`src/rtl/transpose_pkg.sv`:
```
`default_nettype none
// +------------------------------------------------------------------+
// | transpose_pkg: shared types and address helper for transpose_param |
// | Rev 1.0                                                          |
// +------------------------------------------------------------------+
package transpose_pkg;

  typedef enum logic [1:0] {
    IDLE  = 2'd0,
    ISSUE = 2'd1,
    DRAIN = 2'd2,
    DONE  = 2'd3
  } state_t;

  typedef enum logic {
    MODE_TRANSPOSE = 1'b0,
    MODE_COPY      = 1'b1
  } mode_t;

  // Destination index of source element (i, j) for a rows x cols source.
  function automatic int unsigned dst_addr(input int unsigned i,
                                           input int unsigned j,
                                           input mode_t       mode,
                                           input int unsigned rows,
                                           input int unsigned cols);
    if (mode == MODE_COPY) begin
      return i * cols + j;
    end
    return j * rows + i;
  endfunction

endpackage
`default_nettype wire

```
`src/rtl/addr_delay_line.sv`:
```
`default_nettype none
// +------------------------------------------------------------------+
// | addr_delay_line: {valid, addr} shift register matching read latency |
// | Rev 1.0                                                          |
// +------------------------------------------------------------------+
module addr_delay_line #(
  parameter int DEPTH = 1,
  parameter int AW    = 8
) (
  input  logic          clk,
  input  logic          rst,
  input  logic          push_i,
  input  logic [AW-1:0] addr_i,
  output logic          valid_o,
  output logic [AW-1:0] addr_o,
  output logic          empty_o
);

  logic [DEPTH-1:0] valid_q;
  logic [AW-1:0]    addr_q [DEPTH];

  always_ff @(posedge clk) begin
    if (rst) begin
      for (int s = 0; s < DEPTH; s++) begin
        valid_q[s] <= 1'b0;
        addr_q[s]  <= '0;
      end
    end else begin
      valid_q[0] <= push_i;
      addr_q[0]  <= push_i ? addr_i : '0;
      for (int s = 1; s < DEPTH; s++) begin
        valid_q[s] <= valid_q[s-1];
        addr_q[s]  <= addr_q[s-1];
      end
    end
  end

  assign valid_o = valid_q[DEPTH-1];
  assign addr_o  = addr_q[DEPTH-1];
  assign empty_o = ~|valid_q;

endmodule
`default_nettype wire

```
`src/rtl/transpose_param.sv`:
```
`default_nettype none
// +------------------------------------------------------------------+
// | transpose_param: ROWS x COLS memref transpose / copy engine        |
// | Rev 1.0                                                          |
// +------------------------------------------------------------------+
module transpose_param
  import transpose_pkg::*;
#(
  parameter int WIDTH  = 32,
  parameter int ROWS   = 16,
  parameter int COLS   = 16,
  parameter int RD_LAT = 1,
  localparam int AW    = (ROWS * COLS > 1) ? $clog2(ROWS * COLS) : 1
) (
  input  logic             clk,
  input  logic             rst,
  input  logic             t,
  input  logic             mode,
  output logic             busy,
  output logic             done,
  output logic             Ai_p0_addr_en,
  output logic [AW-1:0]    Ai_p0_addr_data,
  output logic             Ai_p0_rd_en,
  input  logic [WIDTH-1:0] Ai_p0_rd_data,
  output logic             Co_p0_addr_en,
  output logic [AW-1:0]    Co_p0_addr_data,
  output logic             Co_p0_wr_en,
  output logic [WIDTH-1:0] Co_p0_wr_data
);

  localparam int IW = (ROWS > 1) ? $clog2(ROWS) : 1;
  localparam int JW = (COLS > 1) ? $clog2(COLS) : 1;

  state_t          state_q, state_d;
  mode_t           mode_q, mode_d;
  logic [IW-1:0]   i_q, i_d;
  logic [JW-1:0]   j_q, j_d;
  logic            rd_en_q, rd_en_d;
  logic [AW-1:0]   rd_addr_q, rd_addr_d;
  logic            busy_q, done_q;
  logic            wr_en_q;
  logic [AW-1:0]   wr_addr_q;
  logic [WIDTH-1:0] wr_data_q;

  logic            last_w;
  logic [AW-1:0]   push_addr_w;
  logic            dl_valid_w, dl_empty_w;
  logic [AW-1:0]   dl_addr_w;

  assign last_w = (i_q == IW'(ROWS - 1)) && (j_q == JW'(COLS - 1));

  // i_q/j_q always name the element whose read is on the port this cycle.
  assign push_addr_w = AW'(dst_addr(32'(i_q), 32'(j_q), mode_q, ROWS, COLS));

  always_comb begin
    state_d   = state_q;
    mode_d    = mode_q;
    i_d       = i_q;
    j_d       = j_q;
    rd_en_d   = 1'b0;
    rd_addr_d = '0;
    case (state_q)
      IDLE: begin
        if (t) begin
          state_d = ISSUE;
          mode_d  = mode_t'(mode);
          i_d     = '0;
          j_d     = '0;
          rd_en_d = 1'b1;
        end
      end
      ISSUE: begin
        if (last_w) begin
          state_d = DRAIN;
        end else begin
          if (j_q == JW'(COLS - 1)) begin
            j_d = '0;
            i_d = i_q + 1'b1;
          end else begin
            j_d = j_q + 1'b1;
          end
          rd_en_d   = 1'b1;
          rd_addr_d = AW'(32'(i_d) * 32'(COLS) + 32'(j_d));
        end
      end
      DRAIN: begin
        if (dl_empty_w) begin
          state_d = DONE;
        end
      end
      DONE: begin
        state_d = IDLE;
      end
      default: begin
        state_d = IDLE;
      end
    endcase
  end

  always_ff @(posedge clk) begin
    if (rst) begin
      state_q   <= IDLE;
      mode_q    <= MODE_TRANSPOSE;
      i_q       <= '0;
      j_q       <= '0;
      rd_en_q   <= 1'b0;
      rd_addr_q <= '0;
      busy_q    <= 1'b0;
      done_q    <= 1'b0;
      wr_en_q   <= 1'b0;
      wr_addr_q <= '0;
      wr_data_q <= '0;
    end else begin
      state_q   <= state_d;
      mode_q    <= mode_d;
      i_q       <= i_d;
      j_q       <= j_d;
      rd_en_q   <= rd_en_d;
      rd_addr_q <= rd_addr_d;
      busy_q    <= (state_d != IDLE);
      done_q    <= (state_d == DONE);
      wr_en_q   <= dl_valid_w;
      wr_addr_q <= dl_valid_w ? dl_addr_w : '0;
      wr_data_q <= dl_valid_w ? Ai_p0_rd_data : '0;
    end
  end

  addr_delay_line #(
    .DEPTH (RD_LAT),
    .AW    (AW)
  ) u_dly (
    .clk     (clk),
    .rst     (rst),
    .push_i  (rd_en_q),
    .addr_i  (push_addr_w),
    .valid_o (dl_valid_w),
    .addr_o  (dl_addr_w),
    .empty_o (dl_empty_w)
  );

  assign busy            = busy_q;
  assign done            = done_q;
  assign Ai_p0_addr_en   = rd_en_q;
  assign Ai_p0_rd_en     = rd_en_q;
  assign Ai_p0_addr_data = rd_addr_q;
  assign Co_p0_addr_en   = wr_en_q;
  assign Co_p0_wr_en     = wr_en_q;
  assign Co_p0_addr_data = wr_addr_q;
  assign Co_p0_wr_data   = wr_data_q;

endmodule
`default_nettype wire

```
`config.mk`:
```
export PLATFORM = sky130hd
export DESIGN_NAME = transpose_param
export DESIGN_NICKNAME = d
export VERILOG_FILES = /design/src/rtl/transpose_pkg.sv /design/src/rtl/addr_delay_line.sv /design/src/rtl/transpose_param.sv
export SDC_FILE = /design/constraint.sdc
export NUM_CORES = 1
export LEC_CHECK = 0
export CELL_PAD_IN_SITES_DETAIL_PLACEMENT = 1
export CELL_PAD_IN_SITES_GLOBAL_PLACEMENT = 1
export CORE_MARGIN = 1
export CORE_UTILIZATION = 34
export DETAILED_ROUTE_END_ITERATION = 10
export PLACE_DENSITY_LB_ADDON = 0.3
export SLEW_MARGIN = 20
export SYNTH_ARGS = -nofsm -noshare
export SYNTH_HDL_FRONTEND = slang
export SYNTH_SLANG_ARGS = --single-unit
```
`constraint.sdc`:
```
create_clock -name clk -period 3.35 [get_ports clk]
set_clock_uncertainty 0.05 [all_clocks]
set_input_delay 0.5025 -clock clk [delete_from_list [all_inputs] [get_ports clk]]
set_output_delay 0.5025 -clock clk [all_outputs]
set_load 0.01 [all_outputs]
```
==> flow_summary.yaml <==
synth:
  ys_ff_latch: 72
  syn_area_um2: 2291
  yosysTopAreaCell: "dfxtp_1"
  ys_seq_area_frac: 0.6292
  synth_commonest_cells: "dfxtp_1 (72), and2_1 (40), nor2_1 (17)"
  netlist.area_leader.share: 0.6292
  synthCells: 205
  ys_types: 30
  yosys_warnings: 0
  yosys.cell_count.top_type: "dfxtp_1"
  syn_nets: 243
  synthArstFlopShare: 0
  synth_ff_type: "dfxtp_1"
  synth-edff-count: 0
  avgSynthCellArea_um2: 11.18
  ys_top_cells_by_area: "dfxtp_1 (63%), and2_1 (11%), mux2i_1 (3.9%), nor2_1 (2.8%), buf_6 (2.0%)"
worst_setup_path:
  worst_setup_path_start_kind: "register"
  cp_top_family: "compound AO/OA/AOI/OAI gates"
  cp.arrival_ps: 2180
  crit_fanout: 7
  cp_num_cells: 5
  cpMaxStageDelayCell: "dfxtp_1"
  reg2reg_depth: 5
  end_kind: "register"
  cp.required_ps: 3520
  cpPeakStageDelay_ps: 380
  criticalPathCategory: "register to register"
  path_cells: "ha_1 -> and3_1 -> a311o_1 -> nor2b_4 -> a211o_1"
  worst-path-buf-inv: 0
timing:
  min_period_ps: 2006
  timing.fmax_ghz: 0.4985
  period_share: 0.5988
  final-setup-viol-count: 0
  slew_headroom: 0.6791
  rsz0062_at_grt: "false"
  report.final.slew_viol_count: 0
  tns_ps: 0
  hold_viol: 0
  tightest_slew_ps: 479.8
clocking:
  post_cts.repair.setup_buffers: 0
  numCtsBuffers: 9
  root_buffer: "clkbuf_8"
  cts_max_level: 3
  clk_latency_ps: 330
  clkSinkCount: 72
  cts_resized: 0
  clockBufferDepth: 2
  cts_tree: "yes"
  clkTransAtPathRegs_ps: 80
  holdBufCountCts: 0
final_layout:
  area_delta_synth_final_pct: 48.17
  design.final.nets: 330
  design_area_um2: 3395
  drive_above_1_share: 0.08081
  antennaDiodeCount: 0
  fillers: 681
  fin_util: 0.5285
die:
  fp.coreArea_um2: 6422
  start_util: 0.3567
  die_w_um: 84.09
  die_h_um: 84.09
  row_count: 29
  io_pins: 90
  die_area_um2: 7070
global_routing:
  antenna_found_initial: 0
  grt_max_degree: 42
  grt_pass1_vias: 1670
  grt.total_usage: 0.1556
  grt_overflow: 0
  grt_pass1_wl_um: 8438
hold_path:
  hp-class: "register to register"
  holdPathStages: 1
place:
  routabilityCongestion: 0.7635
  dp.final_hpwl_um: 3803
  dpl_cell_area_um2: 3198
  io_buffers: 89
run:
  drv_cap: 0
power:
  power.leakage_nw: 1.338
  peakVddDrop_uv: 202.8
  power_density_nw_per_um2: 492.1
detailed_routing:
  routed_wl_um: 5307
  postRouteAntennaNets: 0
  num_vias: 1732
  drtIter0Drc: 58
  drcViolationCount: 24
  first_pass_iters: 7
  via_per_inst: 4.631
  wire_per_inst_um: 14.19
run_status:
  status: "finished with violations"
  violations: "DRC"
[layer usage]
| metal | routed length, µm | vias up | track usage |
|---|---|---|---|
| li1 | - | 840 | - |
| met2 | 2483 | 72 | 0.2504 |
| met5 | 0 | - | 0 |
| met3 | 459 | 13 | 0.04154 |
| met4 | 92 | 0 | 0.07680 |
| met1 | 2272 | 807 | 0.1921 |
[cell type report]
| class | count | area [µm²] | share of cell area |
|---|---|---|---|
| flip-flops and latches | 72 | 1441 | 0.4246 |
| repair buffers | 90 | 898.4 | 0.2647 |
| multi-input cells | 118 | 758.2 | 0.2234 |
| clock buffers | 10 | 127.6 | 0.03760 |
| well taps | 77 | 96.34 | 0.02838 |
| clock inverters | 6 | 68.82 | 0.02027 |
| inverters | 1 | 3.754 | 0.001106 |
[worst paths after layout]
kind	start	endpoint	slack (ps)
setup reg to reg	j_q[0]	i_q[3]	1340
hold / removal	u_dly.addr_q[0][1]	Co_p0_addr_data[1]	380
setup / recovery	j_q[0]	i_q[3]	1340
hold reg to reg	u_dly.addr_q[0][1]	Co_p0_addr_data[1]	380
[kinds of logic (layout without fill, tap and decap cells)]
logic type	after synthesis	after routing	share of synthesized area
buffers and inverters	15	107	0.04096
AO/OA/AOI/OAI	20	20	0.06336
XOR/XNOR	3	3	0.01147
flip-flops	72	72	0.6292
AND/OR/NAND/NOR	84	84	0.2048
adder cells (fa/ha/maj)	2	2	0.01092
multiplexers	9	9	0.03932
[worst register-to-register path, stage by stage (launching register included)]
cell and delay [ps]:
dfxtp_1 380, ha_1 310, and3_1 300, a311o_1 380, nor2b_4 170, a211o_1 310
[registers in the layout, summed over array words and instances (netlist names)]
| name | count |
|---|---|
| Co_p0_wr_data | 32 |
| Ai_p0_addr_data | 8 |
| Co_p0_addr_data | 8 |
| u_dly.addr_q | 8 |
| i_q | 4 |
| j_q | 4 |
| state_q | 2 |
| Ai_p0_addr_en | 1 |
| Co_p0_addr_en | 1 |
| busy | 1 |
| done | 1 |
| mode_q | 1 |
| u_dly.valid_o | 1 |
[power breakdown]
group	leakage [nW]	total, mW	switching (mW)	internal (mW)
Clock	0.0968	0.677	0.329	0.348
Sequential	0.583	0.883	0.0116	0.871
Combinational	0.658	0.110	0.0371	0.0732
Total	1.34	1.67	0.378	1.29
[through the flow]
stage          setup WS (ps)  hold WS [ps]  power [mW]  cells
2_1_floorplan           1428         355.7      0.9438    205
3_3_place_gp            1199         360.2       1.012    358
3_5_place_dp            1134         363.7       1.014    358
4_1_cts                 1331         379.4       1.698    374
5_1_grt                 1258         390.2       1.740    374
6_report                1344         375.7       1.670    374
[cells in the final DEF (no fill, tap or decap), drive strengths merged, types with 2 or more instances in the layout]
cell type and instances:
a211o 2, a21o 6, a21oi 6, and2 40, and3 4, clkbuf 10, clkdlybuf4s50 89, clkinv 3
dfxtp 72, ha 2, inv 2, mux2i 9, nand2 5, nand2b 4, nand3 3, nor2 17
nor2b 3, nor3 6, xor2 2
(Power assumes the default switching activity.)
